## config.mk

```make
export PLATFORM = sky130hd
export DESIGN_NAME = xbar_ar_arbiter
export DESIGN_NICKNAME = d
export VERILOG_FILES = /design/src/rtl/xbar_pkg.sv /design/src/rtl/xbar_ar_arbiter_rr_select.sv /design/src/rtl/xbar_ar_arbiter.sv
export SDC_FILE = /design/constraint.sdc
export NUM_CORES = 1
export LEC_CHECK = 0
export CELL_PAD_IN_SITES_DETAIL_PLACEMENT = 1
export CELL_PAD_IN_SITES_GLOBAL_PLACEMENT = 1
export CORE_MARGIN = 5
export CORE_UTILIZATION = 36
export CTS_BUF_LIST = sky130_fd_sc_hd__clkbuf_8
export DETAILED_ROUTE_END_ITERATION = 8
export DONT_BUFFER_PORTS = 1
export PLACE_DENSITY = 0.75
export SKIP_CTS_REPAIR_TIMING = 1
export SLEW_MARGIN = 20
export SYNTH_ARGS = -nofsm -noshare
export SYNTH_HDL_FRONTEND = slang
export SYNTH_SLANG_ARGS = --single-unit
```

## constraint.sdc

```tcl
create_clock -name ACLK -period 0.85 [get_ports ACLK]
set_input_delay 0.0425 -clock ACLK [delete_from_list [all_inputs] [get_ports ACLK]]
set_output_delay 0.0425 -clock ACLK [all_outputs]
set_load 0.05 [all_outputs]
```

## src/rtl/xbar_pkg.sv

```systemverilog
`default_nettype none
// ============================================================================
// Module      : xbar_pkg
// Description : Shared crossbar types, AXI burst encodings and index helpers.
// Revision    : 1.0 - initial release
// ============================================================================
package xbar_pkg;

    typedef enum logic [0:0] {
        IDLE  = 1'b0,
        GRANT = 1'b1
    } ar_arb_state_e;

    localparam logic [1:0] BURST_FIXED = 2'b00;
    localparam logic [1:0] BURST_INCR  = 2'b01;
    localparam logic [1:0] BURST_WRAP  = 2'b10;

    // Master-index width; a single master still needs one bit of index.
    function automatic int midx_width(input int n);
        return (n <= 1) ? 1 : $clog2(n);
    endfunction

endpackage
`default_nettype wire

```

## src/rtl/xbar_ar_arbiter_rr_select.sv

```systemverilog
`default_nettype none
// ============================================================================
// Module      : rr_select
// Description : Combinational priority search over a request vector, starting
//               at a given pointer and wrapping modulo NUM_REQ.
// Revision    : 1.0 - initial release
// ============================================================================
module rr_select #(
    parameter int NUM_REQ = 2,
    parameter int IDX_W   = 1
) (
    input  logic [NUM_REQ-1:0] i_req,
    input  logic [IDX_W-1:0]   i_start,
    output logic               o_valid,
    output logic [IDX_W-1:0]   o_idx
);

    localparam logic [IDX_W-1:0] c_LAST = IDX_W'(NUM_REQ - 1);
    localparam logic [IDX_W-1:0] c_ONE  = IDX_W'(1);

    logic [IDX_W-1:0] w_cand;

    // Walk every position once; the explicit wrap keeps non-power-of-2 counts in range.
    always_comb begin
        o_valid = 1'b0;
        o_idx   = '0;
        w_cand  = i_start;
        for (int k = 0; k < NUM_REQ; k++) begin
            if (!o_valid && i_req[w_cand]) begin
                o_valid = 1'b1;
                o_idx   = w_cand;
            end
            w_cand = (w_cand == c_LAST) ? '0 : w_cand + c_ONE;
        end
    end

endmodule
`default_nettype wire

```

## src/rtl/xbar_ar_arbiter.sv

```systemverilog
`default_nettype none
// ============================================================================
// Module      : xbar_ar_arbiter
// Description : Per-slave AR-channel arbiter. Round-robin grant held until the
//               AR handshake, ARID widened with the master index, one FIFO
//               push per accepted AR. Define XBAR_AR_ARB_FIXED_PRIO_EN for
//               fixed lowest-index-wins priority instead of round-robin.
// Revision    : 1.0 - initial release
// ============================================================================
module xbar_ar_arbiter
    import xbar_pkg::*;
#(
    parameter  int NUM_MASTERS = 2,
    parameter  int ID_WIDTH    = 4,
    parameter  int ADDR_WIDTH  = 32,
    parameter  int LEN_WIDTH   = 4,
    parameter  int SIZE_WIDTH  = 3,
    localparam int MIDX_W      = midx_width(NUM_MASTERS)
) (
    input  logic                              ACLK,
    input  logic                              ARESETn,

    input  logic [NUM_MASTERS-1:0]            m_ARVALID,
    output logic [NUM_MASTERS-1:0]            m_ARREADY,
    input  logic [NUM_MASTERS*ID_WIDTH-1:0]   m_ARID,
    input  logic [NUM_MASTERS*ADDR_WIDTH-1:0] m_ARADDR,
    input  logic [NUM_MASTERS*LEN_WIDTH-1:0]  m_ARLEN,
    input  logic [NUM_MASTERS*SIZE_WIDTH-1:0] m_ARSIZE,
    input  logic [NUM_MASTERS*2-1:0]          m_ARBURST,

    output logic                              s_ARVALID,
    input  logic                              s_ARREADY,
    output logic [MIDX_W+ID_WIDTH-1:0]        s_ARID,
    output logic [ADDR_WIDTH-1:0]             s_ARADDR,
    output logic [LEN_WIDTH-1:0]              s_ARLEN,
    output logic [SIZE_WIDTH-1:0]             s_ARSIZE,
    output logic [1:0]                        s_ARBURST,

    output logic                              fifo_push,
    input  logic                              fifo_full,
    output logic [MIDX_W-1:0]                 grant_idx
);

    ar_arb_state_e     r_state;
    logic [MIDX_W-1:0] r_grant_idx;

    logic              w_in_grant;
    logic              w_hs;
    logic              w_sel_valid;
    logic [MIDX_W-1:0] w_sel_idx;
    logic [MIDX_W-1:0] w_start;

    logic [ID_WIDTH-1:0]   w_id    [NUM_MASTERS];
    logic [ADDR_WIDTH-1:0] w_addr  [NUM_MASTERS];
    logic [LEN_WIDTH-1:0]  w_len   [NUM_MASTERS];
    logic [SIZE_WIDTH-1:0] w_size  [NUM_MASTERS];
    logic [1:0]            w_burst [NUM_MASTERS];

    generate
        for (genvar i = 0; i < NUM_MASTERS; i++) begin : g_unpack
            assign w_id[i]    = m_ARID[i*ID_WIDTH +: ID_WIDTH];
            assign w_addr[i]  = m_ARADDR[i*ADDR_WIDTH +: ADDR_WIDTH];
            assign w_len[i]   = m_ARLEN[i*LEN_WIDTH +: LEN_WIDTH];
            assign w_size[i]  = m_ARSIZE[i*SIZE_WIDTH +: SIZE_WIDTH];
            assign w_burst[i] = m_ARBURST[i*2 +: 2];
        end
    endgenerate

    rr_select #(
        .NUM_REQ (NUM_MASTERS),
        .IDX_W   (MIDX_W)
    ) u_rr_select (
        .i_req   (m_ARVALID),
        .i_start (w_start),
        .o_valid (w_sel_valid),
        .o_idx   (w_sel_idx)
    );

`ifdef XBAR_AR_ARB_FIXED_PRIO_EN
    assign w_start = '0;
`else
    localparam logic [MIDX_W-1:0] c_LAST_IDX = MIDX_W'(NUM_MASTERS - 1);

    logic [MIDX_W-1:0] r_rr_ptr;

    // The next search starts just past the master that was last served.
    always_ff @(posedge ACLK) begin
        if (!ARESETn) begin
            r_rr_ptr <= '0;
        end else if (w_in_grant && w_hs) begin
            r_rr_ptr <= (r_grant_idx == c_LAST_IDX) ? '0 : r_grant_idx + MIDX_W'(1);
        end
    end

    assign w_start = r_rr_ptr;
`endif

    always_ff @(posedge ACLK) begin
        if (!ARESETn) begin
            r_state     <= IDLE;
            r_grant_idx <= '0;
        end else begin
            case (r_state)
                IDLE: begin
                    if (w_sel_valid && !fifo_full) begin
                        r_grant_idx <= w_sel_idx;
                        r_state     <= GRANT;
                    end
                end
                GRANT: begin
                    if (w_hs) begin
                        r_state <= IDLE;
                    end
                end
                default: r_state <= IDLE;
            endcase
        end
    end

    assign w_in_grant = (r_state == GRANT);
    assign w_hs       = s_ARVALID && s_ARREADY;

    // Slave side only ever sees the registered grant, so IDLE has no m->s valid path.
    assign s_ARVALID = w_in_grant && m_ARVALID[r_grant_idx];
    assign s_ARID    = w_in_grant ? {r_grant_idx, w_id[r_grant_idx]} : '0;
    assign s_ARADDR  = w_in_grant ? w_addr[r_grant_idx]  : '0;
    assign s_ARLEN   = w_in_grant ? w_len[r_grant_idx]   : '0;
    assign s_ARSIZE  = w_in_grant ? w_size[r_grant_idx]  : '0;
    assign s_ARBURST = w_in_grant ? w_burst[r_grant_idx] : '0;

    generate
        for (genvar i = 0; i < NUM_MASTERS; i++) begin : g_ready
            assign m_ARREADY[i] = w_in_grant && (r_grant_idx == MIDX_W'(i)) && s_ARREADY;
        end
    endgenerate

    assign fifo_push = w_in_grant && w_hs;
    assign grant_idx = r_grant_idx;

endmodule
`default_nettype wire

```

==> impl_metrics.csv, run 1 <==
group,metric,value,unit
floorplanning,die_height,63.7,um
synthesis,synth_sequential_area_ratio,5.79,%
synthesis,postSynthRegisterBits,3,
run_status,run_status,"did not finish",
synthesis,synthDominantCellAreaShare,43.4,%
floorplanning,die_width,63.7,um
floorplanning,boundaryPins,147,
synthesis,postSynthNetCount,219,
synthesis,yosysMostFrequentCell,"nor2b_1",
synthesis,synth.cells.most_frequent,"nor2b_1 (47), mux2i_1 (45), clkbuf_1 (5)",
synthesis,synth_enable_flop_cells,0,
synthesis,yosys_most_used_dff,"dfxtp_1",
synthesis,synthArstFlopShare,0,%
synthesis,syn-cell-area,1040,um2
synthesis,post_synthesis_mean_instance_area,8.43,um2
synthesis,ys_types,21,
placed_design,place_hpwl,5.96,mm
floorplanning,starting_density_of_the_core,37.6,%
synthesis,synthDominantAreaCellType,"mux2i_1",
run_status,failed_stage,"3_5_place_dp",
placed_design,finalWeightedCongestion,0.737,
synthesis,synth.top_cells.by_area,"mux2i_1 (43%), nor2b_1 (28%), dfxtp_1 (5.8%)",
synthesis,synth_cells,123,
synthesis,yosysWarningCount,0,
floorplanning,core.rowCount,19,
placed_design,numPortBuffers,0,
run_status,firstError,"[ERROR DPL-0033] detailed placement checks failed during check placement.",
==> kinds of logic after synthesis <==
kind of cell           after synthesis  synth area share [%]
flip-flops                           3                  5.79
multiplexers                        46                  44.8
AND/OR/NAND/NOR                     58                  35.1
buffers and inverters               12                  11.1
AO/OA/AOI/OAI                        4                  3.26
==> per-stage QoR <==
stage | area (um2) | cells | TNS, ns | setup WS (ns) | hold slack (ns)
after floorplan | 1430 | 123 | -17.68 | -0.349 | 0.178
after global placement | 2430 | 199 | -13.02 | -0.290 | 0.187
==> run 2, diff against run 1 <==
--- a/config.mk
+++ b/config.mk
@@ -5,14 +5,11 @@
 export SDC_FILE = /design/constraint.sdc
 export NUM_CORES = 1
 export LEC_CHECK = 0
-export CELL_PAD_IN_SITES_DETAIL_PLACEMENT = 1
-export CELL_PAD_IN_SITES_GLOBAL_PLACEMENT = 1
-export CORE_MARGIN = 5
-export CORE_UTILIZATION = 36
-export CTS_BUF_LIST = sky130_fd_sc_hd__clkbuf_8
+export CORE_AREA = 5 5 66 68
 export DETAILED_ROUTE_END_ITERATION = 8
+export DIE_AREA = 0 0 71 73
 export DONT_BUFFER_PORTS = 1
-export PLACE_DENSITY = 0.75
+export PLACE_DENSITY_LB_ADDON = 0.15
 export SKIP_CTS_REPAIR_TIMING = 1
 export SLEW_MARGIN = 20
 export SYNTH_ARGS = -nofsm -noshare
==> constraint.sdc (replaced) <==
create_clock -name ACLK -period 1.1 [get_ports ACLK]
set_input_delay 0.055 -clock ACLK [delete_from_list [all_inputs] [get_ports ACLK]]
set_output_delay 0.055 -clock ACLK [all_outputs]
set_load 0.05 [all_outputs]
==> impl_metrics.csv, run 2 <==
group,metric,value,unit
run_status,run_status,"complete, but fails checks",
run_status,violations,"negative setup slack",
layout,most_common_library_cell_in_the_layout_ignoring_fill_and_taps,"buf_12",
floorplanning,boundaryPins,147,
floorplanning,floorplan.die_area,5180,um2
clocking,clock_path_buffers,2,
worst_setup_path,worstSetupEndpointType,"output port",
worst_setup_path,cp.required,1.04,ns
worst_setup_path,timing_worst_setup_path_type,"reg -> out",
floorplanning,die_width,71,um
synthesis,synth_xor_xnor_area_share,0,%
synthesis,synth-simple-area-share,35.1,%
routing,vias_per_cell,5.03,
layout,fin_cells,235,
worst_setup_path,critPathCapture,"s_ARID[0]",
synthesis,post_synth_mux_area_share,44.8,%
layout,finalCoreUtilization,82.8,%
grt,maximum_number_of_pins_on_one_net_before_global_route_repair,31,
routing,final_antenna_net_count,0,
synthesis,postSynthNetCount,219,
layout,mostFrequentLayoutCells,"buf_12 (55), nor2b_4 (46), mux2i_4 (31), mux2i_2 (15), buf_4 (7)",
sta,fin_crit,1.43,ns
routing,dr_total_vias,1183,
power,static_leakage,0.00107,uW
layout,num-fill-cells,195,
clocking,cts_root_buf,"clkbuf_8",
synthesis,ys_types,21,
synthesis,postSynthRegisterBits,3,
synthesis,syn-cell-area,1040,um2
sta,tightest_slew,0.248,ns
sta,slew_headroom,83.2,%
synthesis,synth_cells,123,
worst_setup_path,cp-start-kind,"flop",
floorplanning,die_height,73,um
synthesis,compound_gate_portion_of_the_synthesized_area,3.26,%
synthesis,yosysMostFrequentCell,"nor2b_1",
clocking,clkSlewWorstSetupHoldPaths,0.03,ns
synthesis,synth.top_cells.by_area,"mux2i_1 (43%), nor2b_1 (28%), dfxtp_1 (5.8%)",
worst_setup_path,timing.critical_path.from,"grant_idx",
placed_design,numPortBuffers,0,
sta,final-max-slew-violation-count,0,
floorplanning,core.rowCount,23,
flow_run,total_of_max_cap_violations,0,
routing,detail_route.drc_violations,0,
routing,detailedRoute.firstPassIterationCount,3,
grt,globalRouteTotalUtil,14.3,%
layout,area_delta_synth_final,203,%
grt,grt_antenna_before_repair,0,
synthesis,synth_enable_flop_cells,0,
synthesis,yosys_most_used_dff,"dfxtp_1",
floorplanning,core_region_area,3800,um2
routing,detailedRoute.firstIterationViolations,22,
synthesis,synthArstFlopShare,0,%
layout,drive_above_1_share,92.4,%
sta,fin_skew,0.00221,ns
layout,n_antenna_cell,0,
floorplanning,starting_density_of_the_core,27.3,%
synthesis,synth.cells.most_frequent,"nor2b_1 (47), mux2i_1 (45), clkbuf_1 (5)",
sta,clock.fmax,700,MHz
grt,global_route_wire_length_before_repair,5.98,mm
clocking,clock_insertion_delay_worst_skew,0.21,ns
layout,finalNetCount,282,
synthesis,combinational_family_with_the_most_area_after_synthesis,"multiplexers",
worst_setup_path,worstReg2RegEnd,"r_state",
placed_design,post_place_setup_slack,-0.119,ns
clocking,tritoncts_clock_tree,"done",
worst_setup_path,timing.critical_path.fanout_max,10,
sta,final_setup_violations,52,
power,vdd.ir_drop.worst,0.000496,V
placed_design,finalWeightedCongestion,0.762,
power,cellPowerDensity,687,nW/um2
routing,routed_wirelength,5.01,mm
worst_setup_path,timing.critical_path.arrival,1.37,ns
synthesis,synthDominantCellAreaShare,43.4,%
worst_setup_path,reg2reg_from,"grant_idx",
worst_setup_path,reg2reg_setup_slack,-0.22,ns
clocking,clock_sink_count,3,
min_path,hold_path.class,"in -> reg",
sta,hold_violations,0,
worst_setup_path,cell_depth_of_the_worst_flop_to_flop_path,5,
sta,timing.final.crit_share,130,%
clocking,h-tree-depth,1,
synthesis,synth_sequential_area_ratio,5.79,%
sta,post-route-worst-setup-slack,-0.328,ns
synthesis,synthDominantAreaCellType,"mux2i_1",
grt,vias_in_the_first_global_route,1299,
synthesis,yosys.area_share.adder,0,%
placed_design,place_hpwl,3.38,mm
sta,unrepaired_setup_endpoints_after_global_routing,"yes",
placed_design,place_inst,218,
synthesis,yosysWarningCount,0,
power,total_power,2160,uW
synthesis,post_synthesis_mean_instance_area,8.43,um2
routing,route.detailed.wl_per_inst,21.3,um
clocking,cts-buffers-inserted,3,
grt,gr-total-overflow,0,
min_path,holdPathStages,2,
sta,hold_slack,0.0126,ns
[run 2: cell counts after synthesis]
No cell type changed its count.
[run 2: metal layers]
layer	global-route usage, %	wire (um)	vias up
met1	13.4	1510	550
met2	28.6	2940	78
met5	0	0	-
met3	5.92	520	4
li1	-	-	551
met4	3.13	42	0
[run 2: cells by family (layout without fill, tap and decap cells)]
| group | after synthesis | count (layout) |
|---|---|---|
| compound gates | 4 | 4 |
| buf+inv | 12 | 74 |
| flops | 3 | 3 |
| mux | 46 | 46 |
| simple gates | 58 | 58 |
[run 2: through the flow]
| stage | cell area [um2] | setup TNS (ns) |
|---|---|---|
| after floorplan | 1420 | -5.23 |
| after global placement | 2450 | -1.12 |
| after detailed placement | 2450 | -2.39 |
| after CTS | 2490 | -13.37 |
| after global routing | 3140 | -16.84 |
| final | 3140 | -14.36 |
[run 2: where the power goes]
group | switching, uW | internal [uW] | total, uW
Clock | 67.4 | 247 | 314
Combinational | 796 | 926 | 1720
Sequential | 9.53 | 116 | 126
[run 2: cell type report]
type	count	area [um2]	area share (%)
multi-input combinational	108	1670	53.1
clock buffer	4	45.0	1.43
timing repair buffer	70	1300	41.4
sequential	3	65.1	2.07
tap	50	62.6	1.99
[run 2: worst min path at each step]
stage	end	startpoint
final	grant_idx	ARESETn
after global routing	grant_idx	ARESETn
after detailed placement	r_state	ARESETn
after global placement	r_state	ARESETn
after CTS	r_state	ARESETn
after floorplan	r_state	ARESETn
[run 2: critical path, cell delays in order (launching register included)]
cell and delay (ns):
dfxtp_4 0.36, buf_4 0.12, buf_12 0.15, mux2i_2 0.30, nor2b_4 0.07, buf_12 0.15
Power figures use the tool's default switching activity.
